[config.mk]
export PLATFORM = sky130hd
export DESIGN_NAME = password_set_ctrl
export DESIGN_NICKNAME = d
export VERILOG_FILES = /design/src/rtl/locker_pkg.sv /design/src/rtl/digit_collector.sv /design/src/rtl/password_set_ctrl.sv
export SDC_FILE = /design/constraint.sdc
export NUM_CORES = 1
export LEC_CHECK = 0
export ABC_AREA = 1
export BUFFER_PORTS_ARGS = -buffer_cell sky130_fd_sc_hd__buf_2
export CAP_MARGIN = 20
export CORE_MARGIN = 1.5
export CORE_UTILIZATION = 64
export CTS_CLUSTER_SIZE = 10
export DETAILED_ROUTE_END_ITERATION = 12
export GPL_TIMING_DRIVEN = 0
export PLACE_DENSITY = 0.9
export SYNTH_ARGS = -nofsm -noshare
export SYNTH_HDL_FRONTEND = slang
export SYNTH_SLANG_ARGS = --single-unit
[constraint.sdc]
create_clock -name clk -period 5.35 [get_ports clk]
set_input_delay 1.07 -clock clk [delete_from_list [all_inputs] [get_ports clk]]
set_output_delay 1.07 -clock clk [all_outputs]
set_load 0.01 [all_outputs]
[src/rtl/locker_pkg.sv]
// Shared types and helpers for the password-change controller.
// Holds the FSM state encoding, err_code values and the password width helper.
package locker_pkg;

  typedef enum logic [2:0] {
    S_IDLE,
    S_VERIFY,
    S_CHK_V,
    S_ENTER,
    S_CHK_E,
    S_CONFIRM,
    S_CHK_C
  } state_t;

  localparam logic [2:0] ERR_NONE             = 3'd0;
  localparam logic [2:0] ERR_OLD_MISMATCH     = 3'd1;
  localparam logic [2:0] ERR_CONFIRM_MISMATCH = 3'd2;
  localparam logic [2:0] ERR_TIMEOUT          = 3'd3;
  localparam logic [2:0] ERR_BAD_DIGIT        = 3'd4;
  localparam logic [2:0] ERR_LOCKED           = 3'd5;
  localparam logic [2:0] ERR_CANCELLED        = 3'd6;

  function automatic int unsigned pw_width(input int unsigned dw, input int unsigned nd);
    return dw * nd;
  endfunction

endpackage

[src/rtl/digit_collector.sv]
// Keypad digit shift buffer with per-phase digit count, range check and inactivity timer.
// full/bad/timeout are same-cycle flags so the FSM can act on the accepting edge.
module digit_collector import locker_pkg::*; #(
  parameter int unsigned DIGIT_W        = 4,
  parameter int unsigned NUM_DIGITS     = 4,
  parameter int unsigned MAX_DIGIT      = 9,
  parameter int unsigned TIMEOUT_CYCLES = 1000,
  localparam int unsigned PW_W          = pw_width(DIGIT_W, NUM_DIGITS),
  localparam int unsigned CNT_W         = $clog2(NUM_DIGITS + 1)
) (
  input  logic               clk,
  input  logic               rst,
  input  logic               clear,
  input  logic               active,
  input  logic [DIGIT_W-1:0] digit,
  input  logic               digit_valid,
  output logic [PW_W-1:0]    buffer,
  output logic [CNT_W-1:0]   digit_cnt,
  output logic               full,
  output logic               bad,
  output logic               timeout
);

  localparam int unsigned TMR_W = $clog2(TIMEOUT_CYCLES + 1);

  logic [TMR_W-1:0] idle_cnt;
  logic             accept;

  assign bad     = active && digit_valid && (digit > DIGIT_W'(MAX_DIGIT));
  assign accept  = active && digit_valid && !bad;
  assign full    = accept && (digit_cnt == CNT_W'(NUM_DIGITS - 1));
  assign timeout = active && (idle_cnt == TMR_W'(TIMEOUT_CYCLES - 1));

  // First digit ends up in the most significant slot after NUM_DIGITS shifts.
  always_ff @(posedge clk) begin
    if (rst) begin
      buffer    <= '0;
      digit_cnt <= '0;
      idle_cnt  <= '0;
    end else if (clear) begin
      buffer    <= '0;
      digit_cnt <= '0;
      idle_cnt  <= '0;
    end else if (accept) begin
      buffer    <= PW_W'({buffer, digit});
      digit_cnt <= full ? '0 : digit_cnt + CNT_W'(1);
      idle_cnt  <= '0;
    end else if (active) begin
      idle_cnt  <= idle_cnt + TMR_W'(1);
    end
  end

endmodule

[src/rtl/password_set_ctrl.sv]
// Password change controller: verify old, enter new twice, commit on match.
// Adds cancel, inactivity timeout, digit range check and lockout after repeated failures.
module password_set_ctrl import locker_pkg::*; #(
  parameter int unsigned DIGIT_W        = 4,
  parameter int unsigned NUM_DIGITS     = 4,
  localparam int unsigned PW_W          = pw_width(DIGIT_W, NUM_DIGITS),
  localparam int unsigned CNT_W         = $clog2(NUM_DIGITS + 1),
  parameter logic [PW_W-1:0] RESET_PASSWORD = '0,
  parameter int unsigned MAX_DIGIT      = 9,
  parameter int unsigned TIMEOUT_CYCLES = 1000,
  parameter int unsigned MAX_FAILS      = 3,
  parameter int unsigned LOCK_CYCLES    = 5000
) (
  input  logic               clk,
  input  logic               rst,
  input  logic               set_req,
  input  logic               cancel,
  input  logic [DIGIT_W-1:0] digit,
  input  logic               digit_valid,
  output logic [PW_W-1:0]    password,
  output logic               busy,
  output logic               done,
  output logic               err,
  output logic [2:0]         err_code,
  output logic               locked,
  output logic [CNT_W-1:0]   digit_cnt
);

  localparam int unsigned FAIL_W = $clog2(MAX_FAILS + 1);
  localparam int unsigned LOCK_W = $clog2(LOCK_CYCLES + 1);

  state_t              state, state_d;
  logic [PW_W-1:0]     password_d, hold, hold_d, buffer;
  logic [FAIL_W-1:0]   fail_cnt, fail_d;
  logic [LOCK_W-1:0]   lock_cnt, lock_cnt_d;
  logic                locked_d, done_d, err_d;
  logic [2:0]          err_code_d;
  logic                clear, active, full, bad, timeout;

  assign active = (state == S_VERIFY) || (state == S_ENTER) || (state == S_CONFIRM);
  // Entering a CHK state must keep the buffer that the last digit just completed.
  assign clear  = (state_d != state) &&
                  !((state_d == S_CHK_V) || (state_d == S_CHK_E) || (state_d == S_CHK_C));

  digit_collector #(
    .DIGIT_W       (DIGIT_W),
    .NUM_DIGITS    (NUM_DIGITS),
    .MAX_DIGIT     (MAX_DIGIT),
    .TIMEOUT_CYCLES(TIMEOUT_CYCLES)
  ) u_collector (
    .clk        (clk),
    .rst        (rst),
    .clear      (clear),
    .active     (active),
    .digit      (digit),
    .digit_valid(digit_valid),
    .buffer     (buffer),
    .digit_cnt  (digit_cnt),
    .full       (full),
    .bad        (bad),
    .timeout    (timeout)
  );

  always_comb begin
    state_d    = state;
    password_d = password;
    hold_d     = hold;
    fail_d     = fail_cnt;
    locked_d   = locked;
    lock_cnt_d = lock_cnt;
    done_d     = 1'b0;
    err_d      = 1'b0;
    err_code_d = err_code;

    // Lockout runs independently of the sequence FSM, which sits in IDLE meanwhile.
    if (locked) begin
      if (lock_cnt == LOCK_W'(LOCK_CYCLES - 1)) begin
        locked_d   = 1'b0;
        lock_cnt_d = '0;
        fail_d     = '0;
      end else begin
        lock_cnt_d = lock_cnt + LOCK_W'(1);
      end
    end

    if (state == S_IDLE) begin
      if (set_req) begin
        if (locked) begin
          err_d      = 1'b1;
          err_code_d = ERR_LOCKED;
        end else begin
          state_d = S_VERIFY;
        end
      end
    end else if (cancel) begin
      state_d    = S_IDLE;
      err_d      = 1'b1;
      err_code_d = ERR_CANCELLED;
    end else begin
      case (state)
        S_VERIFY, S_ENTER, S_CONFIRM: begin
          if (timeout) begin
            state_d    = S_IDLE;
            err_d      = 1'b1;
            err_code_d = ERR_TIMEOUT;
          end else if (bad) begin
            state_d    = S_IDLE;
            err_d      = 1'b1;
            err_code_d = ERR_BAD_DIGIT;
          end else if (full) begin
            state_d = (state == S_VERIFY) ? S_CHK_V :
                      (state == S_ENTER)  ? S_CHK_E : S_CHK_C;
          end
        end
        S_CHK_V: begin
          if (buffer == password) begin
            state_d = S_ENTER;
            fail_d  = '0;
          end else begin
            state_d    = S_IDLE;
            err_d      = 1'b1;
            err_code_d = ERR_OLD_MISMATCH;
            fail_d     = fail_cnt + FAIL_W'(1);
            if ((fail_cnt + FAIL_W'(1)) == FAIL_W'(MAX_FAILS)) begin
              locked_d   = 1'b1;
              lock_cnt_d = '0;
            end
          end
        end
        S_CHK_E: begin
          hold_d  = buffer;
          state_d = S_CONFIRM;
        end
        S_CHK_C: begin
          state_d = S_IDLE;
          if (buffer == hold) begin
            password_d = buffer;
            done_d     = 1'b1;
          end else begin
            err_d      = 1'b1;
            err_code_d = ERR_CONFIRM_MISMATCH;
          end
        end
        default: state_d = S_IDLE;
      endcase
    end
  end

  always_ff @(posedge clk) begin
    if (rst) begin
      state    <= S_IDLE;
      password <= RESET_PASSWORD;
      hold     <= '0;
      fail_cnt <= '0;
      locked   <= 1'b0;
      lock_cnt <= '0;
      busy     <= 1'b0;
      done     <= 1'b0;
      err      <= 1'b0;
      err_code <= ERR_NONE;
    end else begin
      state    <= state_d;
      password <= password_d;
      hold     <= hold_d;
      fail_cnt <= fail_d;
      locked   <= locked_d;
      lock_cnt <= lock_cnt_d;
      busy     <= (state_d != S_IDLE);
      done     <= done_d;
      err      <= err_d;
      err_code <= err_code_d;
    end
  end

endmodule

### After elaboration in Yosys (flattened, before gate mapping)

Cells that the tools add are included.
W data, S select, Z words.

* register bits: 86
* input bits: 9
* logic and storage cells: 115

* add/subtract/negate cells: 4
* magnitude comparators: 1
* eq/ne operators: 21
* mux-type cells: 51
* bitwise gates (word level): 3
* reductions and logical operators: 22

Operator list (number)
* $mux W13: 7
* $mux W3: 17
* $eq A16 B16 Y1: 2
* $pmux W3 S3: 2
* $mux W1: 16
* $mux W2: 8
* $eq A3 B3 Y1 const B: 5
* $add A13 B1 Y13 const B: 1
* $eq A13 B13 Y1 const B: 1
* $eq A3 B2 Y1 const B: 4
* $add A10 B1 Y10 const B: 1
* $eq A10 B10 Y1 const B: 1
* $ne A4 B4 Y1 const B: 2
* $logic_and A1 B1 Y1: 6
* $reduce_and A6 Y1: 1
* $reduce_or A3 Y1: 2
* $ne A5 B4 Y1 const B: 1
* $reduce_bool A5 Y1: 1
* $gt A4 B4 Y1 const B: 1
* $logic_or A1 B1 Y1: 4
* $ne A2 B2 Y1 const B: 2
* $reduce_and A4 Y1: 1
* $reduce_or A4 Y1: 1
* $add A3 B1 Y3 const B: 1
* other kinds (11): 14

### Depth between registers and ports, before layout

* word-level depth: 20
* depth in mapped cells: 16

### By module

A second synthesis with hierarchy kept.

* cell total of the unflattened synthesis: 610
* area total of the unflattened synthesis: 4172.8 µm²

By module, submodules not included
* password_set_ctrl: instances 1, cells an instance 439, area an instance 2940.3 µm²
* digit_collector: instances 1, cells an instance 171, area an instance 1232.4 µm²

### Worst setup path after synthesis

OpenSTA, ideal clock, no wires.

* path kind: in2reg
* from: in digit[3]
* to: reg u_collector.buffer[10]
* arrival: 2404 ps
* required time: 5288 ps
* slack: 2884 ps
* cell stages on the path: 15
* buffers on the path: 1
* cells stage by stage: inv_1 -> nor2_1 -> nand3_1 -> nand3_1 -> inv_1 -> nand2_1 -> nand2_1 -> nand2_1 -> nand2_1 -> nand2_1 -> nand2_1 -> o21ai_2 -> inv_2 -> buf_6 -> nor2_2

* longest elaborated chain between the ends: 17
* elaborated cells on any way between the ends: 20
* those cells by class: order compare: 1; eq/ne: 4; mux: 6; reduce/logical: 9

RTL lines
* start, declared: RTL line password_set_ctrl.sv:18 `input logic [DIGIT_W-1:0] digit,`
* $gt A4 B4 Y1 (*): RTL line digit_collector.sv:29 `assign bad = active && digit_valid && (digit > DIGIT_W'(MAX_DIGIT));`
* $logic_and A1 B1 Y1 (*): RTL line digit_collector.sv:29
* $logic_not A1 Y1: RTL line digit_collector.sv:30 `assign accept = active && digit_valid && !bad;`
* $logic_and A1 B1 Y1: RTL line digit_collector.sv:30
* $logic_and A1 B1 Y1: RTL line digit_collector.sv:31 `assign full = accept && (digit_cnt == CNT_W'(NUM_DIGITS - 1));`
* $mux W3: RTL line password_set_ctrl.sv:110 `end else if (full) begin`
* $mux W3: RTL line password_set_ctrl.sv:106 `end else if (bad) begin`
* $mux W3: RTL line password_set_ctrl.sv:102 `if (timeout) begin`
* $pmux W3 S3: RTL line password_set_ctrl.sv:100 `case (state)`
* $mux W3: RTL line password_set_ctrl.sv:95 `end else if (cancel) begin`
* $mux W3: RTL line password_set_ctrl.sv:86 `if (state == S_IDLE) begin`
* $eq A3 B2 Y1 or $eq A3 B3 Y1 (tied branches): RTL line password_set_ctrl.sv:43 `!((state_d == S_CHK_V) || (state_d == S_CHK_E) || (state_d == S_CHK_C));`
* $logic_or A1 B1 Y1 (2 in series): RTL line password_set_ctrl.sv:43
* $logic_not A1 Y1: RTL line password_set_ctrl.sv:43
* $logic_and A1 B1 Y1: RTL line password_set_ctrl.sv:42 `assign clear = (state_d != state) &&`
* $reduce_or A2 Y1 (no source line)
* end signal, assigned: RTL line digit_collector.sv:45 `buffer <= PW_W'({buffer, digit});`
* end, declared: RTL line digit_collector.sv:17 `output logic [PW_W-1:0] buffer,`

Every way passes the cells marked *; elsewhere a longest branch is shown, timed or not.
A chain may end at the register's enable or synchronous reset.

### Final worst setup path

* from: in digit[1]
* to: reg u_collector.buffer[10]

Same word-level chain as after synthesis.

==> metrics.cfg <==
[worst_setup_path]
setup.worst_path.start=digit[1]
cp.arrival_ns=3.04
crit_chain=buf_2 -> o21ai_0 -> nand4_1 -> o21ai_1 -> nand3_1 -> nand2_1 -> inv_2 -> nor2_1 -> nand2_1 -> o21ai_2 -> inv_2 -> buf_6 -> nor2_2
r2r_start=state[2]
crit_end=u_collector.buffer[10]
path_class=input pin to flop
crit_buf_inv=4
cp_slowest_stage_delay_ns=0.33
r2r_slack_ns=2.99
path_depth=13
critPathLaunchType=input pin
crit_family=simple AND/OR/NAND/NOR gates
cp_data_required_time_ns=5.66
endpoint_kind=flop
r2r_cells=7
cp_slowest_cell=o21ai_0
crit_fanout=10
reg2reg_to=u_collector.idle_cnt[8]

[floorplanning]
core_area_um2=6277
row_count=29
io-pin-count=35
start_util_pct=65.80
die_w_um=83.34
die_h_um=83.34
dieArea_um2=6945

[logic_synthesis]
syn_inst=593
ys_ff_latch=86
synth.yosys.seq_area_share_pct=41.68
synth-edff-count=0
ys.flop_type=dfxtp_1
syn_avg_cell_area_um2=6.965
synth_nets=607
synth_warnings=0
netlist_area_um2=4130
synth_cell_types=35
synthArstFlopShare_pct=0

[layout]
final_common_cell=nand2_1
ff_latch_area_um2=1722
nNetsFinal=652
n_antenna_cell=0
most-common-layout-cells=nand2_1, dfxtp_1, inv_1, nor2_1, a21oi_1
syn_to_final_growth_pct=11.39
multi_input_area_um2=2036
instances_no_fill=719
drive_above_1_share_pct=11.37
fillers=497

[clock_network]
ctsResizeCount=0
clk_pin_slew_ns=0.08
root_buffer=clkbuf_8
postCtsSetupBuffers=0
cts_buffers=9
ctsHoldBuffers=0
cts_sinks=86
cts_max_path_buffers=2
htreeDepth=3
cts_tree=done
worstSkewPairLatency_ns=0.36

[routing]
vias_per_cell=5.508
drt_iter0_drc=318
drt_wl_total_um=9708
wl_per_cell_um=13.50
vias=3960
first_pass_iters=6
ant_nets=0
drc_errors=0

[timing]
finalSetupViolations=0
max_slew_margin_pct=62.59
fin_tns_setup_ns=0
fin_crit_ns=2.728
finalClockSkew_ns=0.007937
setup_ws_ns=2.622
max_freq_ghz=0.3666
worst_pin_slew_ns=0.5612
fin_crit_sh_pct=50.99
hold_violations=0
rsz0062_at_grt=false
slew_viol_final=0

[power]
power_frac_clock_pct=39.7
pwr-share-comb_pct=7.5
p_seq_share_pct=52.8
p_per_area_nw_per_um2=269.5
p_leak_uw=0.001954
intPower_uw=935.9
power_switching_uw=303.9
switching_share_pct=24.51
finalPower_uw=1240
peakVddDrop_v=0.0002055

[grt]
grt_max_degree=14
grt_pass1_vias=3722
grt.total_usage_pct=27.98
grt_pass1_wl_um=15850
antenna_found_initial=0
grt.overflow.total=0

[place]
io_buffers=34
dpl.hpwl_um=6740
place_inst=704
gp_congestion=0.8947
preCtsSetupSlack_ns=2.395

[flow_run]
maxCapViolCount=0

[status]
status=complete, no violations

[min_path]
min_path_type=flop to flop
hold_depth=2

-- worst min-delay path by stage --
stage	from	to
after CTS	err_code[0]	err_code[0]
after floorplan	hold[10]	hold[10]
after global placement	err_code[0]	err_code[0]
final	err_code[0]	err_code[0]
after global routing	err_code[0]	err_code[0]
after detailed placement	err_code[0]	err_code[0]
-- state kept, by name (all words and copies together), names as in the netlist --
register,flops
password,16
locked,1
busy,1
err_code,3
lock_cnt,13
done,1
u_collector.idle_cnt,10
u_collector.digit_cnt,3
fail_cnt,2
u_collector.buffer,16
state,3
hold,16
err,1
-- power by group through the flow --
| stage | Sequential (uW) | Clock [uW] | Combinational (uW) |
|---|---|---|---|
| 2_1_floorplan | 669 | 0 | 63.1 |
| 3_3_place_gp | 669 | 0 | 87.4 |
| 3_5_place_dp | 669 | 0 | 90.7 |
| 4_1_cts | 654 | 489 | 91.9 |
| 5_1_grt | 655 | 509 | 102 |
| 6_report | 654 | 492 | 93.1 |
-- metal layers --
layer  track usage [%]  wire length, um
met1             33.80             4243
met4             13.18              259
met3             3.877              445
met2             49.08             4759
met5                 0                0
-- cell type report --
cell class / instances / area share (%)
clock buffers: 11 / 2.856
inverters: 80 / 6.527
clock inverters: 4 / 1.577
repair buffers: 34 / 3.699
multi-input cells: 410 / 44.25
flip-flops and latches: 86 / 37.42
well taps: 77 / 2.094
plain buffers: 17 / 1.577
-- stage by stage --
stage / util (%) / cell area (um2) / hold WS (ns)
floorplan: - / 4130 / 0.4437
global placement: 70.04 / 4397 / 0.4511
detailed placement: 70.04 / 4397 / 0.4537
CTS: 73.29 / 4601 / 0.4654
global route: 73.29 / 4601 / 0.4818
finish: 73.29 / 4601 / 0.4656
-- logic make-up after synthesis --
family	synth area share, %
xor gates and xnor gates	6.362
DFF	41.68
AOI/OAI and AO/OA	12.88
and+or+nand+nor	28.29
muxes	0.2424
adders and majority gates	1.515
buffers and inverters	9.027
-- tightest hold or removal path: cells and delay by family, from the launching register on --
kind            cells  cell delay (ns)
compound gates      1             0.05
flops               1             0.31
simple gates        1             0.06
-- cell usage after synthesis, types with 3 or more instances --
| cell type | instances | area (um2) |
|---|---|---|
| or2_2 | 5 | 31.28 |
| ha_1 | 5 | 62.56 |
| a21oi_1 | 47 | 235.2 |
| clkbuf_1 | 14 | 52.55 |
| nand4_1 | 10 | 62.56 |
| xor2_1 | 20 | 175.2 |
| inv_2 | 3 | 11.26 |
| dfxtp_1 | 86 | 1722 |
| o21ai_0 | 43 | 215.2 |
| nor3_1 | 7 | 35.03 |
| nand2_1 | 137 | 514.2 |
| inv_1 | 75 | 281.5 |
| xnor2_1 | 10 | 87.58 |
| nand3_1 | 33 | 165.2 |
| nor2_2 | 11 | 68.82 |
| nor2_1 | 64 | 240.2 |
No activity file was read; power rests on OpenSTA's default activity.
